`src/rtl/id_ex_stage_pkg.sv`:
```
// Shared widths, control-bit positions, forwarding encodings and the ID/EX payload for the id_ex_stage slice.
package id_ex_stage_pkg;

  localparam int unsigned DATA_W = 32;
  localparam int unsigned ADDR_W = 5;
  localparam int unsigned CTRL_W = 8;

  localparam int unsigned CTRL_REGWRITE = 7;
  localparam int unsigned CTRL_MEMTOREG = 6;
  localparam int unsigned CTRL_MEMREAD  = 5;
  localparam int unsigned CTRL_MEMWRITE = 4;
  localparam int unsigned CTRL_ALUSRC   = 3;
  localparam int unsigned CTRL_ALUOP_HI = 2;
  localparam int unsigned CTRL_ALUOP_LO = 1;
  localparam int unsigned CTRL_REGDST   = 0;

  localparam logic [1:0] FWD_REG = 2'b00;
  localparam logic [1:0] FWD_WB  = 2'b01;
  localparam logic [1:0] FWD_MEM = 2'b10;

  typedef struct packed {
    logic [DATA_W-1:0] rs_data;
    logic [DATA_W-1:0] rt_data;
    logic [DATA_W-1:0] imm;
    logic [ADDR_W-1:0] rs_addr;
    logic [ADDR_W-1:0] rt_addr;
    logic [ADDR_W-1:0] rd_addr;
    logic [CTRL_W-1:0] ctrl;
    logic              valid;
  } id_ex_t;

endpackage

```
`src/rtl/id_ex_stage_if.sv`:
```
// ID-side inputs, MEM/WB writeback taps and EX-side outputs of the ID/EX boundary.
interface id_ex_stage_if;
  import id_ex_stage_pkg::*;

  logic [DATA_W-1:0] ID_RS_Data_i;
  logic [DATA_W-1:0] ID_RT_Data_i;
  logic [DATA_W-1:0] ID_Imm_i;
  logic [ADDR_W-1:0] ID_RS_Addr_i;
  logic [ADDR_W-1:0] ID_RT_Addr_i;
  logic [ADDR_W-1:0] ID_RD_Addr_i;
  logic [CTRL_W-1:0] ID_Ctrl_i;
  logic              MEM_RegWrite_i;
  logic [ADDR_W-1:0] MEM_RD_Addr_i;
  logic              WB_RegWrite_i;
  logic [ADDR_W-1:0] WB_RD_Addr_i;

  logic [DATA_W-1:0] EX_RS_Data_o;
  logic [DATA_W-1:0] EX_RT_Data_o;
  logic [DATA_W-1:0] EX_Imm_o;
  logic [ADDR_W-1:0] EX_RS_Addr_o;
  logic [ADDR_W-1:0] EX_RT_Addr_o;
  logic [ADDR_W-1:0] EX_RD_Addr_o;
  logic [CTRL_W-1:0] EX_Ctrl_o;
  logic              EX_Valid_o;
  logic [1:0]        ForwardA_o;
  logic [1:0]        ForwardB_o;
  logic              HazardStall_o;

  modport master (
    output ID_RS_Data_i, ID_RT_Data_i, ID_Imm_i, ID_RS_Addr_i, ID_RT_Addr_i, ID_RD_Addr_i,
           ID_Ctrl_i, MEM_RegWrite_i, MEM_RD_Addr_i, WB_RegWrite_i, WB_RD_Addr_i,
    input  EX_RS_Data_o, EX_RT_Data_o, EX_Imm_o, EX_RS_Addr_o, EX_RT_Addr_o, EX_RD_Addr_o,
           EX_Ctrl_o, EX_Valid_o, ForwardA_o, ForwardB_o, HazardStall_o
  );

  modport slave (
    input  ID_RS_Data_i, ID_RT_Data_i, ID_Imm_i, ID_RS_Addr_i, ID_RT_Addr_i, ID_RD_Addr_i,
           ID_Ctrl_i, MEM_RegWrite_i, MEM_RD_Addr_i, WB_RegWrite_i, WB_RD_Addr_i,
    output EX_RS_Data_o, EX_RT_Data_o, EX_Imm_o, EX_RS_Addr_o, EX_RT_Addr_o, EX_RD_Addr_o,
           EX_Ctrl_o, EX_Valid_o, ForwardA_o, ForwardB_o, HazardStall_o
  );

endinterface

```
`src/rtl/id_ex_stage_forward_unit.sv`:
```
// Combinational EX operand forwarding selects; MEM result beats WB result, bubbles never forward.
module forward_unit
  import id_ex_stage_pkg::*;
(
  input  logic              ex_valid_i,
  input  logic [ADDR_W-1:0] ex_rs_addr_i,
  input  logic [ADDR_W-1:0] ex_rt_addr_i,
  input  logic              mem_regwrite_i,
  input  logic [ADDR_W-1:0] mem_rd_addr_i,
  input  logic              wb_regwrite_i,
  input  logic [ADDR_W-1:0] wb_rd_addr_i,
  output logic [1:0]        fwd_a_o,
  output logic [1:0]        fwd_b_o
);

  function automatic logic [1:0] fwd_select(input logic [ADDR_W-1:0] src);
    logic [1:0] sel;
    sel = FWD_REG;
    if (mem_regwrite_i && (mem_rd_addr_i != '0) && (mem_rd_addr_i == src)) begin
      sel = FWD_MEM;
    end else if (wb_regwrite_i && (wb_rd_addr_i != '0) && (wb_rd_addr_i == src)) begin
      sel = FWD_WB;
    end
    return sel;
  endfunction

  always_comb begin
    fwd_a_o = FWD_REG;
    fwd_b_o = FWD_REG;
    if (ex_valid_i) begin
      fwd_a_o = fwd_select(ex_rs_addr_i);
      fwd_b_o = fwd_select(ex_rt_addr_i);
    end
  end

endmodule

```
`src/rtl/id_ex_stage.sv`:
```
// ID/EX pipeline register with load-use hazard detection and EX operand forwarding selects.
module id_ex_stage
  import id_ex_stage_pkg::*;
(
  input  logic          clk_i,
  input  logic          rst_i,
  input  logic          stall_i,
  input  logic          flush_i,
  id_ex_stage_if.slave  bus
);

  id_ex_t ex_q;
  id_ex_t ex_d;
  id_ex_t id_pl;
  logic   hazard_stall;

  always_comb begin
    id_pl         = '0;
    id_pl.rs_data = bus.ID_RS_Data_i;
    id_pl.rt_data = bus.ID_RT_Data_i;
    id_pl.imm     = bus.ID_Imm_i;
    id_pl.rs_addr = bus.ID_RS_Addr_i;
    id_pl.rt_addr = bus.ID_RT_Addr_i;
    id_pl.rd_addr = bus.ID_RD_Addr_i;
    id_pl.ctrl    = bus.ID_Ctrl_i;
    id_pl.valid   = 1'b1;
  end

  // Load in EX whose destination is read by the instruction in ID.
  always_comb begin
    hazard_stall = ex_q.valid && ex_q.ctrl[CTRL_MEMREAD] && (ex_q.rt_addr != '0) &&
                   ((ex_q.rt_addr == bus.ID_RS_Addr_i) || (ex_q.rt_addr == bus.ID_RT_Addr_i)) &&
                   !stall_i;
  end

  always_comb begin
    ex_d = ex_q;
    if (flush_i || (!stall_i && hazard_stall)) begin
      ex_d       = id_pl;
      ex_d.ctrl  = '0;
      ex_d.valid = 1'b0;
    end else if (!stall_i) begin
      ex_d = id_pl;
    end
  end

  always_ff @(posedge clk_i or posedge rst_i) begin
    if (rst_i) begin
      ex_q <= '0;
    end else begin
      ex_q <= ex_d;
    end
  end

  forward_unit u_forward_unit (
    .ex_valid_i     (ex_q.valid),
    .ex_rs_addr_i   (ex_q.rs_addr),
    .ex_rt_addr_i   (ex_q.rt_addr),
    .mem_regwrite_i (bus.MEM_RegWrite_i),
    .mem_rd_addr_i  (bus.MEM_RD_Addr_i),
    .wb_regwrite_i  (bus.WB_RegWrite_i),
    .wb_rd_addr_i   (bus.WB_RD_Addr_i),
    .fwd_a_o        (bus.ForwardA_o),
    .fwd_b_o        (bus.ForwardB_o)
  );

  assign bus.EX_RS_Data_o  = ex_q.rs_data;
  assign bus.EX_RT_Data_o  = ex_q.rt_data;
  assign bus.EX_Imm_o      = ex_q.imm;
  assign bus.EX_RS_Addr_o  = ex_q.rs_addr;
  assign bus.EX_RT_Addr_o  = ex_q.rt_addr;
  assign bus.EX_RD_Addr_o  = ex_q.rd_addr;
  assign bus.EX_Ctrl_o     = ex_q.ctrl;
  assign bus.EX_Valid_o    = ex_q.valid;
  assign bus.HazardStall_o = hazard_stall;

endmodule
```
`src/flat_wrapper.sv`:
```
// flat-port wrapper written by rule: the top's interface ports become plain ports
module id_ex_stage_flat import id_ex_stage_pkg::*;
  (clk_i, rst_i, stall_i, flush_i, bus_ID_RS_Data_i, bus_ID_RT_Data_i, bus_ID_Imm_i, bus_ID_RS_Addr_i, bus_ID_RT_Addr_i, bus_ID_RD_Addr_i, bus_ID_Ctrl_i, bus_MEM_RegWrite_i, bus_MEM_RD_Addr_i, bus_WB_RegWrite_i, bus_WB_RD_Addr_i, bus_EX_RS_Data_o, bus_EX_RT_Data_o, bus_EX_Imm_o, bus_EX_RS_Addr_o, bus_EX_RT_Addr_o, bus_EX_RD_Addr_o, bus_EX_Ctrl_o, bus_EX_Valid_o, bus_ForwardA_o, bus_ForwardB_o, bus_HazardStall_o);
  id_ex_stage_if bus_i ();
  input  logic clk_i;
  input  logic rst_i;
  input  logic stall_i;
  input  logic flush_i;
  input wire logic [$bits(bus_i.ID_RS_Data_i)-1:0] bus_ID_RS_Data_i;
  input wire logic [$bits(bus_i.ID_RT_Data_i)-1:0] bus_ID_RT_Data_i;
  input wire logic [$bits(bus_i.ID_Imm_i)-1:0] bus_ID_Imm_i;
  input wire logic [$bits(bus_i.ID_RS_Addr_i)-1:0] bus_ID_RS_Addr_i;
  input wire logic [$bits(bus_i.ID_RT_Addr_i)-1:0] bus_ID_RT_Addr_i;
  input wire logic [$bits(bus_i.ID_RD_Addr_i)-1:0] bus_ID_RD_Addr_i;
  input wire logic [$bits(bus_i.ID_Ctrl_i)-1:0] bus_ID_Ctrl_i;
  input wire logic [$bits(bus_i.MEM_RegWrite_i)-1:0] bus_MEM_RegWrite_i;
  input wire logic [$bits(bus_i.MEM_RD_Addr_i)-1:0] bus_MEM_RD_Addr_i;
  input wire logic [$bits(bus_i.WB_RegWrite_i)-1:0] bus_WB_RegWrite_i;
  input wire logic [$bits(bus_i.WB_RD_Addr_i)-1:0] bus_WB_RD_Addr_i;
  output wire logic [$bits(bus_i.EX_RS_Data_o)-1:0] bus_EX_RS_Data_o;
  output wire logic [$bits(bus_i.EX_RT_Data_o)-1:0] bus_EX_RT_Data_o;
  output wire logic [$bits(bus_i.EX_Imm_o)-1:0] bus_EX_Imm_o;
  output wire logic [$bits(bus_i.EX_RS_Addr_o)-1:0] bus_EX_RS_Addr_o;
  output wire logic [$bits(bus_i.EX_RT_Addr_o)-1:0] bus_EX_RT_Addr_o;
  output wire logic [$bits(bus_i.EX_RD_Addr_o)-1:0] bus_EX_RD_Addr_o;
  output wire logic [$bits(bus_i.EX_Ctrl_o)-1:0] bus_EX_Ctrl_o;
  output wire logic [$bits(bus_i.EX_Valid_o)-1:0] bus_EX_Valid_o;
  output wire logic [$bits(bus_i.ForwardA_o)-1:0] bus_ForwardA_o;
  output wire logic [$bits(bus_i.ForwardB_o)-1:0] bus_ForwardB_o;
  output wire logic [$bits(bus_i.HazardStall_o)-1:0] bus_HazardStall_o;
  assign bus_i.ID_RS_Data_i = bus_ID_RS_Data_i;
  assign bus_i.ID_RT_Data_i = bus_ID_RT_Data_i;
  assign bus_i.ID_Imm_i = bus_ID_Imm_i;
  assign bus_i.ID_RS_Addr_i = bus_ID_RS_Addr_i;
  assign bus_i.ID_RT_Addr_i = bus_ID_RT_Addr_i;
  assign bus_i.ID_RD_Addr_i = bus_ID_RD_Addr_i;
  assign bus_i.ID_Ctrl_i = bus_ID_Ctrl_i;
  assign bus_i.MEM_RegWrite_i = bus_MEM_RegWrite_i;
  assign bus_i.MEM_RD_Addr_i = bus_MEM_RD_Addr_i;
  assign bus_i.WB_RegWrite_i = bus_WB_RegWrite_i;
  assign bus_i.WB_RD_Addr_i = bus_WB_RD_Addr_i;
  assign bus_EX_RS_Data_o = bus_i.EX_RS_Data_o;
  assign bus_EX_RT_Data_o = bus_i.EX_RT_Data_o;
  assign bus_EX_Imm_o = bus_i.EX_Imm_o;
  assign bus_EX_RS_Addr_o = bus_i.EX_RS_Addr_o;
  assign bus_EX_RT_Addr_o = bus_i.EX_RT_Addr_o;
  assign bus_EX_RD_Addr_o = bus_i.EX_RD_Addr_o;
  assign bus_EX_Ctrl_o = bus_i.EX_Ctrl_o;
  assign bus_EX_Valid_o = bus_i.EX_Valid_o;
  assign bus_ForwardA_o = bus_i.ForwardA_o;
  assign bus_ForwardB_o = bus_i.ForwardB_o;
  assign bus_HazardStall_o = bus_i.HazardStall_o;
  id_ex_stage u_core (.clk_i(clk_i), .rst_i(rst_i), .stall_i(stall_i), .flush_i(flush_i), .bus(bus_i));
endmodule
```
`config.mk`:
```
export PLATFORM = sky130hd
export DESIGN_NAME = id_ex_stage_flat
export DESIGN_NICKNAME = d
export VERILOG_FILES = /design/src/rtl/id_ex_stage_pkg.sv /design/src/rtl/id_ex_stage_if.sv /design/src/rtl/id_ex_stage_forward_unit.sv /design/src/rtl/id_ex_stage.sv /design/src/flat_wrapper.sv
export SDC_FILE = /design/constraint.sdc
export NUM_CORES = 1
export LEC_CHECK = 0
export CAP_MARGIN = 20
export CORE_UTILIZATION = 35
export CTS_CLUSTER_SIZE = 12
export DETAILED_ROUTE_END_ITERATION = 7
export GPL_TIMING_DRIVEN = 0
export PLACE_DENSITY_LB_ADDON = 0.3
export SLEW_MARGIN = 40
export SYNTH_ARGS = -nofsm -noshare
export SYNTH_HDL_FRONTEND = slang
export SYNTH_SLANG_ARGS = --single-unit
```
`constraint.sdc`:
```
create_clock -name clk_i -period 10.45 [get_ports clk_i]
set_input_delay 1.5675 -clock clk_i [delete_from_list [all_inputs] [get_ports clk_i]]
set_output_delay 1.5675 -clock clk_i [all_outputs]
set_load 0.05 [all_outputs]
```
==> flow_summary.yaml <==
global_routing:
  grt_pass1_wl_um: 23600
  gr-total-overflow: 0
  grt_usage: 0.210
  grt_max_degree: 74
  grt_pass1_vias: 4700
  antenna_found_initial: 0
pwr:
  power_per_cell_area_nw_per_um2: 174
  power.total_mw: 1.49
  p_leak_nw: 4.01
  worst_ir_drop_vdd_uv: 110
detailed_routing:
  dr.pass1.iters: 5
  wl_per_cell_um: 14.5
  drtIter0Drc: 264
  viasPerCell: 4.56
  ant_nets: 0
  num_vias: 4775
  postRouteWirelength_um: 15200
  drc: 0
sta:
  skew_ps: 9.62
  worst_pin_slew_ps: 689
  rsz0062_at_grt: "false"
  fmax_mhz: 176
  relSlewSlack: 0.541
  hold_slack_ps: 459
  setup_viol_count_final: 0
  post-route-period-util: 0.545
  min_period_ps: 5700
  drv_slew: 0
  fin_ws_ps: 4750
  final_hold_viol_count: 0
  tns_ps: 0
clock_tree:
  cts.path.max_buffers: 2
  root_buffer: "clkbuf_16"
  path_clk_slew_ps: 50
  numCtsBuffers: 17
  cts_resized: 0
  clock_latency_ps: 410
  post_cts_buffers: 0
  cts-htree-levels: 4
  cts_hold_buf: 0
  cts_num_sinks: 120
  cts_tree: "yes"
critical_path:
  reg2reg_from: "u_core.bus.EX_RT_Addr_o[0]"
  critPathKind: "in2out"
  rrSetupSlack_ps: 8640
  r2r_end: "u_core.bus.EX_Valid_o"
  cp_data_required_time_ps: 8880
  cpPeakStageDelay_ps: 870
  cp_top_family: "buffers and inverters"
  crit_chain: "clkdlybuf4s50_1, or4_1, o21ai_0, nor4_1, nor4_1, clkdlybuf4s50_1"
  worstPathMaxFanout: 3
  worst_ep_arrival_time_ps: 4130
  r2r_cells: 5
  startpoint_type: "primary input"
  path_buf_inv: 2
  critical_path.slowest_cell: "clkdlybuf4s50_1"
  cp-end-kind: "output pin"
logic_synthesis:
  synth_fp_nets: 713
  yosysUniqueCellTypes: 29
  yosysSeqAreaShare: 0.589
  syn-cell-area_um2: 5100
  syn-instance-count: 578
  synth_area_per_cell_um2: 8.83
  yosysWarningCount: 0
  ys_seq_elements: 120
place:
  dpl.cell_count: 1016
  place_hpwl_um: 10900
  dp_slack_ps: 4710
  globalplace.congestion: 0.776
  io_buffers: 257
die:
  die_w_um: 123
  die_h_um: 123
  ioPinCount: 260
  core-area_um2: 14000
  die_area_um2: 15100
  initial_utilization: 0.363
  rows: 43
cells_and_area:
  fin_cells: 1047
  antenna_cells: 0
  layout-drive-gt1-share: 0.0519
  fin_nets: 990
  area_delta_synth_final_pct: 67.2
hold_path:
  hold_path_end: "u_core.bus.EX_Imm_o[13]"
  worstHoldPathType: "reg2reg"
  min_from: "u_core.bus.EX_Imm_o[13]"
  min_path_cells: 2
flow_run:
  maxCapViolations: 0
status:
  outcome: "finished clean"
==> registers in the layout, indices dropped and copies added, names as in the netlist <==
signal / flops
u_core.bus.EX_Ctrl_o: 8
u_core.bus.EX_Imm_o: 32
u_core.bus.EX_RD_Addr_o: 5
u_core.bus.EX_RS_Addr_o: 5
u_core.bus.EX_RS_Data_o: 32
u_core.bus.EX_RT_Addr_o: 5
u_core.bus.EX_RT_Data_o: 32
u_core.bus.EX_Valid_o: 1
==> layout by cell type (no fill, tap or decap) <==
cell               n
inv_4              1
bufinv_16          2
and2_2             1
dfrtp_1          120
buf_16             1
clkbuf_16         17
dlygate4sd1_1      1
a22oi_1            7
clkdlybuf4s50_1  257
nor3_1             7
nand2b_1           1
a32oi_1            1
o41ai_1            7
o22ai_2            1
nand3_1            4
a221oi_2           1
o2111ai_4          1
or4_4              1
inv_1              9
buf_4              2
inv_8              1
o21ai_0            2
and2_1             2
xnor2_1           16
xor2_1            14
nor4_1             4
clkinv_2           3
clkinv_4           1
or4_1              4
o211ai_1           1
buf_2              1
clkbuf_1          27
clkbuf_8           6
nand2_1          336
clkinvlp_4         1
buf_6              4
nor2_1             2
==> power breakdown <==
group | internal [mW] | total [mW] | switching, mW
logic | 0.143 | 0.376 | 0.232
registers | 0.504 | 0.529 | 0.0241
clock network | 0.380 | 0.583 | 0.203
total | 1.03 | 1.49 | 0.459
==> through the flow <==
stage           util  instance area [um^2]
2_1_floorplan      -                  5100
3_3_place_gp   0.563                  7900
3_5_place_dp   0.565                  7930
4_1_cts        0.607                  8530
5_1_grt        0.607                  8530
6_report       0.607                  8530
==> worst max path at each step <==
stage,from,to,slack (ps),cells after the start
2_1_floorplan,bus_MEM_RD_Addr_i[0],bus_ForwardA_o[0],4960,4
3_3_place_gp,rst_i,u_core.bus.EX_RS_Data_o[27],3800,2
3_5_place_dp,bus_MEM_RD_Addr_i[0],bus_ForwardB_o[0],4710,6
4_1_cts,bus_MEM_RD_Addr_i[3],bus_ForwardB_o[0],4710,6
5_1_grt,bus_MEM_RD_Addr_i[3],bus_ForwardB_o[0],4580,6
6_report,bus_MEM_RD_Addr_i[3],bus_ForwardB_o[0],4750,6
==> layout make-up <==
class	instances	area, um^2
Sequential cell	120	3000
Clock inverter	7	91.3
Fill cell	1275	5520
Multi-Input combinational cell	413	1870
Inverter	11	51.3
Buffer	34	181
Tap cell	180	225
Clock buffer	24	502
Timing Repair Buffer	258	2600
==> kinds of logic (layout without fill, tap and decap cells) <==
family / Yosys count / count (layout) / synth area share
simple gates: 362 / 362 / 0.278
flops: 120 / 120 / 0.589
buf+inv: 45 / 334 / 0.0441
xor+xnor: 30 / 30 / 0.0515
compound gates: 21 / 21 / 0.0380
==> layer usage <==
metal	wire (um)	global-route usage	up-vias
met4	266	0.0800	0
met3	1400	0.0850	22
met1	6120	0.239	2213
met5	0	0	-
li1	-	-	2352
met2	7420	0.351	188
==> worst min-delay path, cell delays in order, from the launching register on <==
cell and delay (ps):
dfrtp_1 340, nand2_1 50, nand2_1 40
==> cell usage after synthesis (all sizes together) <==
cell type / n / area share
a221oi: 1 / 0.0029
a22oi: 7 / 0.010
a32oi: 1 / 0.0017
and2: 3 / 0.0039
buf: 7 / 0.013
clkbuf: 26 / 0.021
dfrtp: 120 / 0.59
dlygate4sd1: 1 / 0.0017
inv: 11 / 0.0086
nand2: 336 / 0.25
nand2b: 1 / 0.0012
nand3: 4 / 0.0039
nor2: 2 / 0.0015
nor3: 7 / 0.0069
nor4: 4 / 0.0049
o2111ai: 1 / 0.0052
o211ai: 1 / 0.0015
o21ai: 2 / 0.0020
o22ai: 1 / 0.0025
o41ai: 7 / 0.012
or4: 5 / 0.0081
xnor2: 16 / 0.027
xor2: 14 / 0.024
Power figures use the tool's default switching activity.
